`config.mk`:
```
export PLATFORM = sky130hd
export DESIGN_NAME = cfg_space_scanner_flat
export DESIGN_NICKNAME = d
export VERILOG_FILES = /design/src/rtl/pcie_cfg_pkg.sv /design/src/rtl/cfg_space_scanner_if.sv /design/src/rtl/cfg_rd_handshake.sv /design/src/rtl/cfg_space_scanner.sv /design/src/flat_wrapper.sv
export SDC_FILE = /design/constraint.sdc
export NUM_CORES = 1
export LEC_CHECK = 0
export ABC_CLOCK_PERIOD_IN_PS = 3000
export CAP_MARGIN = 10
export CORE_UTILIZATION = 48
export CTS_CLUSTER_SIZE = 12
export DETAILED_ROUTE_END_ITERATION = 8
export HOLD_SLACK_MARGIN = 0.1
export PLACE_DENSITY = 0.87
export SLEW_MARGIN = 25
export SYNTH_ARGS = -nofsm -noshare
export SYNTH_HDL_FRONTEND = slang
export SYNTH_HIERARCHICAL = 1
export SYNTH_SLANG_ARGS = --single-unit
```
`constraint.sdc`:
```
create_clock -name clk -period 3 [get_ports clk]
set_clock_uncertainty 0.15 [all_clocks]
set_input_delay 0.6 -clock clk [delete_from_list [all_inputs] [get_ports clk]]
set_output_delay 0.6 -clock clk [all_outputs]
set_load 0.02 [all_outputs]
```
`src/rtl/pcie_cfg_pkg.sv`:
```
// Shared PCIe config-space constants, state encodings and
// Device Control field helpers for the config scanner.
package pcie_cfg_pkg;

    typedef enum logic [1:0] {
        SC_IDLE,
        SC_XFER,
        SC_NEXT,
        SC_HOLD
    } scan_state_e;

    typedef enum logic [1:0] {
        HS_IDLE,
        HS_SETUP,
        HS_READ,
        HS_RELEASE
    } hs_state_e;

    localparam logic [9:0] BAR0_DW = 10'd4;
    localparam logic [9:0] BAR1_DW = 10'd5;
    localparam logic [9:0] BAR2_DW = 10'd6;
    localparam logic [9:0] BAR3_DW = 10'd7;
    localparam logic [9:0] BAR4_DW = 10'd8;
    localparam logic [9:0] BAR5_DW = 10'd9;

    localparam int MPS_LSB  = 5;
    localparam int MPS_MSB  = 7;
    localparam int MRRS_LSB = 12;
    localparam int MRRS_MSB = 14;

    localparam logic [2:0] SZ_128B  = 3'b000;
    localparam logic [2:0] SZ_256B  = 3'b001;
    localparam logic [2:0] SZ_512B  = 3'b010;
    localparam logic [2:0] SZ_1024B = 3'b011;
    localparam logic [2:0] SZ_2048B = 3'b100;
    localparam logic [2:0] SZ_4096B = 3'b101;

    function automatic logic [2:0] dc_mps(input logic [31:0] d);
        return d[MPS_MSB:MPS_LSB];
    endfunction

    function automatic logic [2:0] dc_mrrs(input logic [31:0] d);
        return d[MRRS_MSB:MRRS_LSB];
    endfunction

endpackage

```
`src/rtl/cfg_space_scanner_if.sv`:
```
// CFG management read port between the scanner and the PCIe hard core.
interface cfg_space_scanner_if;

    logic [9:0]  o_cfg_dwaddr;
    logic        o_cfg_rd_en;
    logic [31:0] i_cfg_do;
    logic        i_cfg_rd_wr_done;

    modport master (
        output o_cfg_dwaddr,
        output o_cfg_rd_en,
        input  i_cfg_do,
        input  i_cfg_rd_wr_done
    );

    modport slave (
        input  o_cfg_dwaddr,
        input  o_cfg_rd_en,
        output i_cfg_do,
        output i_cfg_rd_wr_done
    );

endinterface

```
`src/rtl/cfg_rd_handshake.sv`:
```
// Single CFG dword read: address setup, strobe, done handshake, timeout.
module cfg_rd_handshake
    import pcie_cfg_pkg::*;
#(
    parameter int TIMEOUT_CYCLES = 64
) (
    input  logic        clk,
    input  logic        rst,
    input  logic        start,
    input  logic [9:0]  addr,
    cfg_space_scanner_if.master cfg,
    output logic        fin,
    output logic        rd_ok,
    output logic        rd_to,
    output logic        rel_to,
    output logic [31:0] rd_data
);

    localparam int TW = (TIMEOUT_CYCLES > 1) ? $clog2(TIMEOUT_CYCLES) : 1;
    localparam logic [TW-1:0] T_LAST = TW'(TIMEOUT_CYCLES - 1);

    hs_state_e     state_q, state_d;
    logic [TW-1:0] tmr_q, tmr_d;
    logic [9:0]    addr_q, addr_d;

    always_ff @(posedge clk) begin
        if (rst) begin
            state_q <= HS_IDLE;
            tmr_q   <= '0;
            addr_q  <= '0;
        end else begin
            state_q <= state_d;
            tmr_q   <= tmr_d;
            addr_q  <= addr_d;
        end
    end

    always_comb begin
        state_d = state_q;
        tmr_d   = tmr_q;
        addr_d  = addr_q;
        fin     = 1'b0;
        rd_ok   = 1'b0;
        rd_to   = 1'b0;
        rel_to  = 1'b0;
        unique case (state_q)
            HS_IDLE: begin
                if (start) state_d = HS_SETUP;
            end
            HS_SETUP: begin
                addr_d  = addr;
                tmr_d   = '0;
                state_d = HS_READ;
            end
            HS_READ: begin
                tmr_d = tmr_q + 1'b1;
                // done wins over a coincident timeout
                if (cfg.i_cfg_rd_wr_done) begin
                    rd_ok   = 1'b1;
                    tmr_d   = '0;
                    state_d = HS_RELEASE;
                end else if (tmr_q == T_LAST) begin
                    rd_to   = 1'b1;
                    tmr_d   = '0;
                    state_d = HS_RELEASE;
                end
            end
            HS_RELEASE: begin
                tmr_d = tmr_q + 1'b1;
                if (!cfg.i_cfg_rd_wr_done) begin
                    fin     = 1'b1;
                    state_d = HS_IDLE;
                end else if (tmr_q == T_LAST) begin
                    rel_to  = 1'b1;
                    fin     = 1'b1;
                    state_d = HS_IDLE;
                end
            end
        endcase
    end

    assign cfg.o_cfg_dwaddr = addr_q;
    assign cfg.o_cfg_rd_en  = (state_q == HS_READ);
    assign rd_data          = cfg.i_cfg_do;

endmodule

```
`src/rtl/cfg_space_scanner.sv`:
```
// Walks a list of config dwords, shadows each one and decodes
// MPS/MRRS from the Device Control entry.
module cfg_space_scanner
    import pcie_cfg_pkg::*;
#(
    parameter int NUM_REGS       = 8,
    parameter int TIMEOUT_CYCLES = 64,
    parameter int REFRESH_CYCLES = 0,
    parameter int DEVCTRL_INDEX  = 7
) (
    input  logic                   clk,
    input  logic                   rst,
    input  logic                   i_en,
    input  logic [NUM_REGS*10-1:0] i_addr_list,
    cfg_space_scanner_if.master    cfg,
    output logic [NUM_REGS*32-1:0] o_data,
    output logic [NUM_REGS-1:0]    o_valid,
    output logic [2:0]             o_max_payload,
    output logic [2:0]             o_max_rd_req,
    output logic                   o_busy,
    output logic                   o_scan_done,
    output logic                   o_changed,
    output logic                   o_timeout_err
);

    localparam int IW = (NUM_REGS > 1) ? $clog2(NUM_REGS) : 1;
    localparam int HW = (REFRESH_CYCLES > 1) ? $clog2(REFRESH_CYCLES) : 1;
    localparam logic [IW-1:0] I_LAST = IW'(NUM_REGS - 1);
    localparam logic [IW-1:0] DC_IDX = IW'(DEVCTRL_INDEX);
    localparam logic [HW-1:0] H_LAST = HW'(REFRESH_CYCLES - 1);

    scan_state_e   state_q, state_d;
    logic [IW-1:0] idx_q, idx_d;
    logic [HW-1:0] hold_q, hold_d;
    logic          en_q;
    logic          chg_q;
    logic          err_q;
    logic [2:0]    mps_q, mrrs_q;
    logic [NUM_REGS-1:0]       valid_q;
    logic [NUM_REGS-1:0][31:0] data_q;

    logic        hs_start;
    logic        hs_fin;
    logic        hs_ok;
    logic        hs_rd_to;
    logic        hs_rel_to;
    logic [31:0] hs_data;
    logic [9:0]  cur_addr;

    assign cur_addr = i_addr_list[idx_q*10 +: 10];

    cfg_rd_handshake #(
        .TIMEOUT_CYCLES (TIMEOUT_CYCLES)
    ) u_hs (
        .clk     (clk),
        .rst     (rst),
        .start   (hs_start),
        .addr    (cur_addr),
        .cfg     (cfg),
        .fin     (hs_fin),
        .rd_ok   (hs_ok),
        .rd_to   (hs_rd_to),
        .rel_to  (hs_rel_to),
        .rd_data (hs_data)
    );

    always_ff @(posedge clk) begin
        if (rst) begin
            state_q <= SC_IDLE;
            idx_q   <= '0;
            hold_q  <= '0;
        end else begin
            state_q <= state_d;
            idx_q   <= idx_d;
            hold_q  <= hold_d;
        end
    end

    always_comb begin
        state_d     = state_q;
        idx_d       = idx_q;
        hold_d      = hold_q;
        hs_start    = 1'b0;
        o_scan_done = 1'b0;
        o_changed   = 1'b0;
        unique case (state_q)
            SC_IDLE: begin
                idx_d = '0;
                if (i_en && !en_q) begin
                    hs_start = 1'b1;
                    state_d  = SC_XFER;
                end
            end
            SC_XFER: begin
                if (hs_fin) state_d = SC_NEXT;
            end
            SC_NEXT: begin
                if (idx_q == I_LAST) begin
                    o_scan_done = 1'b1;
                    o_changed   = chg_q;
                    idx_d       = '0;
                    hold_d      = '0;
                    if (REFRESH_CYCLES > 0 && i_en) state_d = SC_HOLD;
                    else state_d = SC_IDLE;
                end else begin
                    idx_d    = idx_q + 1'b1;
                    hs_start = 1'b1;
                    state_d  = SC_XFER;
                end
            end
            SC_HOLD: begin
                if (!i_en) begin
                    state_d = SC_IDLE;
                end else if (hold_q == H_LAST) begin
                    idx_d    = '0;
                    hs_start = 1'b1;
                    state_d  = SC_XFER;
                end else begin
                    hold_d = hold_q + 1'b1;
                end
            end
        endcase
    end

    always_ff @(posedge clk) begin
        if (rst) begin
            en_q    <= 1'b0;
            chg_q   <= 1'b0;
            err_q   <= 1'b0;
            mps_q   <= '0;
            mrrs_q  <= '0;
            valid_q <= '0;
            data_q  <= '0;
        end else begin
            en_q <= i_en;
            if (hs_ok) begin
                data_q[idx_q]  <= hs_data;
                valid_q[idx_q] <= 1'b1;
                if (idx_q == DC_IDX) begin
                    mps_q  <= dc_mps(hs_data);
                    mrrs_q <= dc_mrrs(hs_data);
                end
            end
            // a timed-out read keeps the stale dword but flags it invalid
            if (hs_rd_to) valid_q[idx_q] <= 1'b0;
            if (hs_rd_to || hs_rel_to) err_q <= 1'b1;
            if (o_scan_done) chg_q <= 1'b0;
            else if (hs_ok && hs_data != data_q[idx_q]) chg_q <= 1'b1;
        end
    end

    assign o_data        = data_q;
    assign o_valid       = valid_q;
    assign o_max_payload = mps_q;
    assign o_max_rd_req  = mrrs_q;
    assign o_timeout_err = err_q;
    assign o_busy        = (state_q == SC_XFER) || (state_q == SC_NEXT);

endmodule

```
`src/flat_wrapper.sv`:
```
// flat-port wrapper written by rule: the top's interface ports become plain ports
module cfg_space_scanner_flat import pcie_cfg_pkg::*;
#(
    parameter int NUM_REGS       = 8,
    parameter int TIMEOUT_CYCLES = 64,
    parameter int REFRESH_CYCLES = 0,
    parameter int DEVCTRL_INDEX  = 7
)
  (clk, rst, i_en, i_addr_list, o_data, o_valid, o_max_payload, o_max_rd_req, o_busy, o_scan_done, o_changed, o_timeout_err, cfg_o_cfg_dwaddr, cfg_o_cfg_rd_en, cfg_i_cfg_do, cfg_i_cfg_rd_wr_done);
  cfg_space_scanner_if cfg_i ();
  input  logic clk;
  input  logic rst;
  input  logic i_en;
  input  logic [NUM_REGS*10-1:0] i_addr_list;
  output logic [NUM_REGS*32-1:0] o_data;
  output logic [NUM_REGS-1:0] o_valid;
  output logic [2:0] o_max_payload;
  output logic [2:0] o_max_rd_req;
  output logic o_busy;
  output logic o_scan_done;
  output logic o_changed;
  output logic o_timeout_err;
  output wire logic [$bits(cfg_i.o_cfg_dwaddr)-1:0] cfg_o_cfg_dwaddr;
  output wire logic [$bits(cfg_i.o_cfg_rd_en)-1:0] cfg_o_cfg_rd_en;
  input wire logic [$bits(cfg_i.i_cfg_do)-1:0] cfg_i_cfg_do;
  input wire logic [$bits(cfg_i.i_cfg_rd_wr_done)-1:0] cfg_i_cfg_rd_wr_done;
  assign cfg_o_cfg_dwaddr = cfg_i.o_cfg_dwaddr;
  assign cfg_o_cfg_rd_en = cfg_i.o_cfg_rd_en;
  assign cfg_i.i_cfg_do = cfg_i_cfg_do;
  assign cfg_i.i_cfg_rd_wr_done = cfg_i_cfg_rd_wr_done;
  cfg_space_scanner #(.NUM_REGS(NUM_REGS), .TIMEOUT_CYCLES(TIMEOUT_CYCLES), .REFRESH_CYCLES(REFRESH_CYCLES), .DEVCTRL_INDEX(DEVCTRL_INDEX)) u_core (.clk(clk), .rst(rst), .i_en(i_en), .i_addr_list(i_addr_list), .cfg(cfg_i), .o_data(o_data), .o_valid(o_valid), .o_max_payload(o_max_payload), .o_max_rd_req(o_max_rd_req), .o_busy(o_busy), .o_scan_done(o_scan_done), .o_changed(o_changed), .o_timeout_err(o_timeout_err));
endmodule
```
**Word level (Yosys, flattened, before mapping)**

Cells that the tools add are included.

- Order comparisons: 2
- Equal/unequal tests: 18
- Shift-type cells: 1
- Reduce and logical (&&, ||, !) cells: 17
- $add $sub $neg: 3
- Div/mod/pow operators: 0
- Multipliers: 1
- Multiplexer cells: 51
- Bitwise logic cells: 3

Operator list:

| kind | number |
|---|---|
| $bwmux W256 | 1 |
| $bmux W32 S3 | 1 |
| $demux W32 S3 | 1 |
| $shiftx A80 B8 Y10 | 1 |
| $mux W32 | 2 |
| $ne A32 B32 Y1 | 1 |
| $mux W8 | 3 |
| $mux W1 | 22 |
| $mux W2 | 9 |
| $pmux W6 S3 | 1 |
| $pmux W2 S4 | 2 |
| $mux W6 | 2 |
| $reduce_and A3 Y1 | 4 |
| $ne A2 B1 Y1 const B | 5 |
| $mux W3 | 3 |
| $pmux W3 S3 | 1 |
| $and A8 B8 Y8 | 1 |
| $eq A2 B2 Y1 const B | 4 |
| $not A8 Y8 | 1 |
| $or A8 B8 Y8 | 1 |
| $add A6 B1 Y6 const B | 1 |
| $eq A6 B6 Y1 const B | 1 |
| $mul A3 B3 Y6 const B | 1 |
| $reduce_bool A3 Y1 | 2 |
| 20 further kinds | 25 |

- Word-level logic and storage cells: 116
- ROM bits: 0
- Memory bits (writable): 0
- Bits in latches: 0
- Bits of input ports: 116
- Output and inout bits: 285
- Memories: 0
- Flip-flop bits (word level): 297

**Logic depth before layout (Yosys ltp)**

Gate-level depths: netlist of run 1.

- Depth in word-level cells: 9
- Mapped depth: 11

**Hierarchy**

The synthesis of run 1 kept the hierarchy.

By module, submodules not included:

| module | times used | area an instance (µm²) | cells each | sequential area each (µm²) |
|---|---|---|---|---|
| cfg_space_scanner | 1 | 13005.0 | 1611 | 5585.4 |
| cfg_rd_handshake | 1 | 1123.6 | 124 | 360.3 |

**Worst setup path before layout of run 1**

No wires, ideal clock.

- Kind: register -> register
- Start point: register u_core.idx_q[0]
- End point: register u_core.u_hs.addr_q[5], in the netlist u_core/u_hs/cfg.o_cfg_dwaddr[5]
- Library setup time: 0.128 ns
- Path slack: 0.603 ns
- Stages on the path, launching flop included: 10
- Arrival time: 2.119 ns
- Required time: 2.722 ns
- Path through: dfxtp_1 buf_6 buf_12 buf_12 buf_4 buf_2 mux4_2 mux2_2 mux2i_1 nor2_1

- Word-level cells in the longest chain between the ends: 2

RTL lines:

| item | RTL line | text |
|---|---|---|
| start: declaration | cfg_space_scanner.sv:33 | `logic [IW-1:0] idx_q, idx_d;` |
| start signal: assignment | cfg_space_scanner.sv:74 | `idx_q <= idx_d;` |
| $mul A3 B3 Y6 | cfg_space_scanner.sv:50 | `assign cur_addr = i_addr_list[idx_q*10 +: 10];` |
| $shiftx A80 B8 Y10 | cfg_space_scanner.sv:50 |  |
| net u_core.cur_addr[5] | cfg_space_scanner.sv:48 | `logic [9:0] cur_addr;` |
| end signal: assignment | cfg_rd_handshake.sv:34 | `addr_q <= addr_d;` |
| end: declaration | cfg_rd_handshake.sv:24 | `logic [9:0] addr_q, addr_d;` |

The timed path passes the listed nets, and every way through them passes these cells.
A chain may end at the register's enable or synchronous reset.

**Final worst setup path of run 1**

- Start point: register u_core.idx_q[1]
- End point: output o_changed

- Word-level cells in the longest chain between the ends: 3

RTL lines:

| item | RTL line | text |
|---|---|---|
| $eq A3 B3 Y1 | cfg_space_scanner.sv:98 | `if (idx_q == I_LAST) begin` |
| $mux W1 | cfg_space_scanner.sv:98 |  |
| $mux W1 | cfg_space_scanner.sv:86 | `unique case (state_q)` |
| end: declaration | flat_wrapper.sv:21 | `output logic o_changed;` |

No other way between the ends.

==> results.sh, run 1 <==
export IMPL_setup_worst_path_start_class="flop"
export IMPL_cts_buffers_inserted=31
export IMPL_num_fill_cells=2234
export IMPL_timing_final_setup_violations=0
export IMPL_most_frequently_used_cell_type_in_the_post_synthesis_netlist="sky130_fd_sc_hd__nand2_1"
export IMPL_cts_sinks=297
export IMPL_hold_fix_buffers_cts=0
export IMPL_synth_seq_area_share_pct=42.1
export IMPL_detail_route_drc_violations=0
export IMPL_initial_utilization_pct=49.0
export IMPL_finalWeightedCongestion=0.975
export IMPL_flow_area_growth_from_synthesis_pct=37.2
export IMPL_drt_vias_per_instance=6.16
export IMPL_fmax_ghz=0.346
export IMPL_timing_hold_worst_class="primary input to flop"
export IMPL_total_number_of_nets_in_the_final_design=2181
export IMPL_drt_wirelength_per_cell_microns=23.5
export IMPL_avgSynthCellArea_sq_um=8.14
export IMPL_post_synth_num_cell_types=52
export IMPL_tritoncts="yes"
export IMPL_die_h_microns=174
export IMPL_final_critical_path_setup_slack_ns=0.109
export IMPL_ant_nets=0
export IMPL_ys_flop_type="sky130_fd_sc_hd__dfxtp_1"
export IMPL_syn_instance_count=1735
export IMPL_finalHoldViolCount=0
export IMPL_fin_setup_tns_ns=0
export IMPL_post_route_min_period_ns=2.89
export IMPL_grt_overflow_total=0
export IMPL_die_w_microns=174
export IMPL_dr_pass1_iters=6
export IMPL_synth_top_cell_area_share_pct=42.1
export IMPL_grt_setup_unrepaired="no"
export IMPL_grt_antenna_before_repair=4
export IMPL_synth_seq_cells=297
export IMPL_timing_final_max_slew_violations=0
export IMPL_drt_total_wl_microns=57700
export IMPL_grtUsageTotal_pct=36.8
export IMPL_number_of_buffers_between_clock_root_and_the_deepest_sink=3
export IMPL_hold_worst_slack_ns=0.276
export IMPL_min_period_over_period_pct=96.4
export IMPL_outcome="completed"
export IMPL_syn_nets=1863
export IMPL_synth_top_area_cell="sky130_fd_sc_hd__dfxtp_1"
export IMPL_place_detailed_hpwl_microns=39300
export IMPL_worst_slew_margin_relative_to_its_limit_pct=50.4
export IMPL_cts_htree_levels=1
export IMPL_worst_max_slew_pin_slew_ns=0.744
export IMPL_drive_gt1_share_pct=9.72
export IMPL_clock_tree_root_cell="sky130_fd_sc_hd__clkbuf_16"
export IMPL_clkTransAtPathRegs_ns=0.06
export IMPL_grt_pass1_vias=15000
export IMPL_worst_ep_arrival_time_ns=2.14
export IMPL_yosys_top_cells_count="sky130_fd_sc_hd__nand2_1, sky130_fd_sc_hd__a21oi_1, sky130_fd_sc_hd__dfxtp_1"
export IMPL_detailroute_via_count=15100
export IMPL_critical_path_max_fanout=5
export IMPL_grt_start_max_net_pins=104
export IMPL_worstSetupPathType="flop to output pin"
export IMPL_hold_path_cell_count=2
export IMPL_total_leakage_power_nw=6.53
export IMPL_timing_critical_path_to_type="output pin"
export IMPL_clock_insertion_delay_worst_skew_ns=0.57
export IMPL_post_synth_edffs=0
export IMPL_critPathRequiredTime_ns=2.25
export IMPL_cellPowerDensity_nw_per_um2=469
export IMPL_reg2regPathDepth=9
export IMPL_grt_pass1_wl_microns=85900
export IMPL_placement_setup_worst_slack_ns=0.267
export IMPL_core_sq_um=28900
export IMPL_vdd_ir_drop_max_mv=0.370
export IMPL_floorplan_rows=62
export IMPL_maxCapViolCount=0
export IMPL_synth_warn=6
export IMPL_synthArstFlopShare_pct=0
export IMPL_die_area_sq_um=30100
export IMPL_synth_area_top_cells="sky130_fd_sc_hd__dfxtp_1, sky130_fd_sc_hd__nand2_1, sky130_fd_sc_hd__a21oi_1, sky130_fd_sc_hd__mux4_2, sky130_fd_sc_hd__mux2i_1"
export IMPL_io_buffers=400
export IMPL_fin_util_pct=67.2
export IMPL_drt_first_iter_violations=2007
export IMPL_io_pins=401
export IMPL_synth_cell_area_sq_um=14100
final timing paths:
| kind | start | to | slack (ns) |
|---|---|---|---|
| setup reg to reg | u_core/idx_q[0] | u_core/chg_q | 0.17 |
| hold reg to reg | u_core/o_max_rd_req[2] | u_core/o_max_rd_req[2] | 0.31 |
| hold / removal | rst | u_core/o_timeout_err | 0.28 |
| setup / recovery | u_core/idx_q[1] | o_changed | 0.11 |
per-layer routing:
metal / vias up / part of all wire [%] / global-route usage [%] / wire, microns
met2: 1300 / 45 / 60.0 / 26000
met4: 0 / 7.4 / 24.9 / 4280
met5: - / 0 / 0 / 0
met1: 6997 / 34 / 42.3 / 19600
li1: 6508 / - / - / -
met3: 317 / 14 / 10.0 / 7790
power breakdown:
group | internal, mW | switching (mW)
Clock | 2.14 | 1.61
Combinational | 0.547 | 0.687
Sequential | 4.03 | 0.0810
Total | 6.72 | 2.38
area by class of cell:
cell class / count / area (sq um) / area share (%)
antenna: 4 / 10.0 / 0.0516
clock buffer: 40 / 850 / 4.38
clock inverter: 8 / 109 / 0.562
inverter: 12 / 45.0 / 0.232
multi-input combinational: 1234 / 7220 / 37.2
sequential: 297 / 5950 / 30.7
tap: 384 / 480 / 2.48
timing repair buffer: 477 / 4720 / 24.3
cells in the final DEF, fill, tap and decap left out, types with 9 or more instances in the layout:
cell,count
sky130_fd_sc_hd__inv_1,11
sky130_fd_sc_hd__a221oi_1,14
sky130_fd_sc_hd__nand2b_1,36
sky130_fd_sc_hd__buf_12,10
sky130_fd_sc_hd__a22oi_1,35
sky130_fd_sc_hd__clkbuf_16,31
sky130_fd_sc_hd__dfxtp_1,294
sky130_fd_sc_hd__clkdlybuf4s50_1,398
sky130_fd_sc_hd__a21oi_1,304
sky130_fd_sc_hd__buf_4,65
sky130_fd_sc_hd__nand3_1,9
sky130_fd_sc_hd__nor2_1,36
sky130_fd_sc_hd__mux4_2,42
sky130_fd_sc_hd__o22a_1,16
sky130_fd_sc_hd__mux2i_1,77
sky130_fd_sc_hd__mux2_2,11
sky130_fd_sc_hd__ha_1,12
sky130_fd_sc_hd__nand2_1,534
sky130_fd_sc_hd__and3_1,33
through the flow:
stage	power [mW]	cell area, sq um	std cells
floorplan	4.87	14100	1735
global placement	5.36	18400	2402
detailed placement	5.40	18400	2402
CTS	9.08	19400	2452
global route	9.34	19400	2455
finish	9.10	19400	2456
cell families after synthesis:
| group | Yosys count | share of synthesized area (%) |
|---|---|---|
| AO/OA/AOI/OAI | 400 | 16.1 |
| adder cells (fa/ha/maj) | 12 | 1.06 |
| AND/OR/NAND/NOR | 690 | 20.4 |
| multiplexers | 130 | 13.0 |
| buffers and inverters | 204 | 7.19 |
| XOR/XNOR | 2 | 0.124 |
| flip-flops | 297 | 42.1 |
critical path: stages (launching register included):
cell	delay [ns]
sky130_fd_sc_hd__dfxtp_2	0.42
sky130_fd_sc_hd__ha_1	0.18
sky130_fd_sc_hd__ha_1	0.19
sky130_fd_sc_hd__and3_1	0.19
sky130_fd_sc_hd__clkdlybuf4s50_1	0.61
repair_timing:
action	CTS	global route
cloned	0	0
gates resized for setup	1	2
setup endpoints to repair	2	1
buffers inserted	2	0
flip-flops by register name, indices dropped and copies added, names as in the netlist, 2 cells and up:
name / cells
u_core/idx_q: 3
u_core/o_data: 256
u_core/o_max_payload: 3
u_core/o_max_rd_req: 3
u_core/o_valid: 8
u_core/state_q: 2
u_core/u_hs/cfg.o_cfg_dwaddr: 10
u_core/u_hs/state_q: 2
u_core/u_hs/tmr_q: 6
No activity file was read; power rests on OpenSTA's default activity.
==> run 2, diff against run 1 <==
--- a/config.mk
+++ b/config.mk
@@ -7,6 +7,7 @@
 export LEC_CHECK = 0
 export ABC_CLOCK_PERIOD_IN_PS = 3000
 export CAP_MARGIN = 10
+export CORE_ASPECT_RATIO = 0.9
 export CORE_UTILIZATION = 48
 export CTS_CLUSTER_SIZE = 12
 export DETAILED_ROUTE_END_ITERATION = 8
==> constraint.sdc (replaced) <==
create_clock -name clk -period 3 [get_ports clk]
set_clock_uncertainty 0.15 [all_clocks]
set_input_delay 0.6 -clock clk [delete_from_list [all_inputs] [get_ports clk]]
set_output_delay 0.6 -clock clk [all_outputs]
set_load 0.005 [all_outputs]
==> results.sh, run 2 (synthesis gave the netlist of run 1 again) <==
export IMPL_worst_ep_arrival_time_ns=2.05
export IMPL_floorplan_rows=59
export IMPL_postLayoutCellArea_sq_um=19600
export IMPL_detailroute_via_count=14700
export IMPL_vdd_ir_drop_max_mv=0.444
export IMPL_grt_start_max_net_pins=102
export IMPL_fin_setup_tns_ns=0
export IMPL_placed_cells_incl_taps=2413
export IMPL_flow_area_growth_from_synthesis_pct=38.7
export IMPL_cts_sinks=297
export IMPL_grt_setup_unrepaired="no"
export IMPL_fmax_ghz=0.357
export IMPL_final_critical_path_setup_slack_ns=0.202
export IMPL_worst_slew_margin_relative_to_its_limit_pct=51.9
export IMPL_timing_critical_path_to_type="output pin"
export IMPL_fin_total_pwr_mw=9.26
export IMPL_maxCapViolCount=0
export IMPL_die_h_microns=165
export IMPL_worstSetupPathType="flop to output pin"
export IMPL_grt_overflow_total=0
export IMPL_cts_htree_levels=2
export IMPL_placement_setup_worst_slack_ns=0.204
export IMPL_finalWeightedCongestion=0.922
export IMPL_die_area_sq_um=30100
export IMPL_drt_total_wl_microns=55900
export IMPL_drive_gt1_share_pct=9.66
export IMPL_timing_final_max_slew_violations=0
export IMPL_number_of_buffers_between_clock_root_and_the_deepest_sink=3
export IMPL_die_w_microns=183
export IMPL_cts_buffers_inserted=34
export IMPL_multiInputGateArea_sq_um=7200
export IMPL_num_fill_cells=2232
export IMPL_critPathRequiredTime_ns=2.25
export IMPL_tritoncts="yes"
export IMPL_drt_vias_per_instance=5.93
export IMPL_dr_pass1_iters=6
export IMPL_io_buffers=400
export IMPL_max_reg_flops=256
export IMPL_internal_power_mw=6.95
export IMPL_timing_critical_path_mode_cell="sky130_fd_sc_hd__ha_1"
export IMPL_critical_path_max_fanout=7
export IMPL_layout_cells_most_common="sky130_fd_sc_hd__nand2_1"
export IMPL_ant_nets=0
export IMPL_detail_route_drc_violations=0
export IMPL_critical_path_slowest_cell="sky130_fd_sc_hd__clkdlybuf4s50_1"
export IMPL_cp_cell_sequence="ha_1 -> ha_1 -> and3_1 -> clkdlybuf4s50_1"
export IMPL_power_clock_fraction_pct=43.2
export IMPL_total_number_of_nets_in_the_final_design=2185
export IMPL_grt_pass1_vias=14200
export IMPL_grt_pass1_wl_microns=82600
export IMPL_cellPowerDensity_nw_per_um2=472
export IMPL_min_period_over_period_pct=93.3
export IMPL_timing_final_setup_violations=0
export IMPL_drt_first_iter_violations=1815
export IMPL_io_pins=401
export IMPL_timing_hold_worst_class="flop to flop"
export IMPL_sw_share_pct=24.9
export IMPL_max_stage_delay_ns=0.53
export IMPL_setup_worst_path_start_class="flop"
export IMPL_core_sq_um=28900
export IMPL_layout_cells_most_common_list="sky130_fd_sc_hd__nand2_1, sky130_fd_sc_hd__clkdlybuf4s50_1, sky130_fd_sc_hd__a21oi_1, sky130_fd_sc_hd__dfxtp_1, sky130_fd_sc_hd__mux2i_1"
export IMPL_finalNonFillerCells=2478
export IMPL_place_detailed_hpwl_microns=39300
export IMPL_clock_tree_root_cell="sky130_fd_sc_hd__clkbuf_16"
export IMPL_grt_antenna_before_repair=1
export IMPL_grtUsageTotal_pct=35.9
export IMPL_outcome="completed"
export IMPL_detailed_place_area_sq_um=18500
export IMPL_regArea_sq_um=5960
export IMPL_post_route_min_period_ns=2.80
export IMPL_initial_utilization_pct=48.8
export IMPL_power_switching_mw=2.30
export IMPL_power_frac_seq_pct=44.3
export IMPL_worst_max_slew_pin_slew_ns=0.713
export IMPL_finalHoldViolCount=0
export IMPL_combinationalPowerShare_pct=12.5
export IMPL_total_leakage_power_nw=6.62
export IMPL_drt_wirelength_per_cell_microns=22.6
export IMPL_clkTransAtPathRegs_ns=0.06
export IMPL_hold_fix_buffers_cts=0
export IMPL_clock_insertion_delay_worst_skew_ns=0.50
-- run 2: layout make-up --
class	count	area share (%)
Timing Repair Buffer	478	24.6
Inverter	12	0.230
Antenna cell	1	0.0128
Clock inverter	6	0.185
Clock buffer	54	5.30
Tap cell	396	2.53
Multi-Input combinational cell	1234	36.7
Sequential cell	297	30.4
-- run 2: final timing paths --
check                         start                      to  slack [ns]  cells after the start
max                 u_core/idx_q[1]               o_changed        0.20                      4
min          u_core/o_max_rd_req[2]  u_core/o_max_rd_req[2]        0.31                      2
max reg2reg         u_core/idx_q[0]            u_core/chg_q        0.22                     10
min reg2reg  u_core/o_max_rd_req[2]  u_core/o_max_rd_req[2]        0.31                      2
-- run 2: through the flow --
stage | utilization [%] | hold slack [ns]
final | 67.7 | 0.315
after global routing | 67.7 | 0.330
after CTS | 67.6 | 0.312
after detailed placement | 63.9 | 0.304
after global placement | 63.9 | 0.297
after floorplan | - | 0.271
-- run 2: power groups by stage --
| stage | combinational (mW) | sequential, mW | clock [mW] |
|---|---|---|---|
| final | 1.15 | 4.10 | 4.00 |
| after CTS | 1.13 | 4.11 | 4.03 |
| after floorplan | 0.608 | 4.18 | 0 |
| after global placement | 1.10 | 4.19 | 0 |
| after detailed placement | 1.12 | 4.19 | 0 |
| after global routing | 1.23 | 4.11 | 4.18 |
-- run 2: routing by layer --
layer / vias to the layer above / track usage, % / routed length, microns
met5: - / 0 / 0
met4: 0 / 20.4 / 2940
met3: 207 / 9.26 / 7050
met2: 1094 / 59.3 / 25900
met1: 6866 / 42.8 / 20000
li1: 6527 / - / -
-- run 2: what timing repair did --
| action | CTS | global route |
|---|---|---|
| setup endpoints to repair | 2 | 1 |
| endpoints found under the hold margin | 0 | 0 |
| buffers inserted | 2 | 2 |
| resized for setup | 1 | 0 |
| pin swaps | 0 | 0 |
-- run 2: worst max-delay path, delay by kind of cell, from the launching register on --
kind / cells / cell delay, ns
buffers and inverters: 1 / 0.53
adders and majority gates: 2 / 0.42
DFF: 1 / 0.40
and+or+nand+nor: 1 / 0.21
==> run 3, diff against run 2 <==
--- a/config.mk
+++ b/config.mk
@@ -13,7 +13,7 @@
 export DETAILED_ROUTE_END_ITERATION = 8
 export HOLD_SLACK_MARGIN = 0.1
 export PLACE_DENSITY = 0.87
-export SLEW_MARGIN = 25
+export SLEW_MARGIN = 5
 export SYNTH_ARGS = -nofsm -noshare
 export SYNTH_HDL_FRONTEND = slang
 export SYNTH_HIERARCHICAL = 1
==> results of run 3 <==
Same layout as run 2: the final DEF is identical, and so are final timing and power.
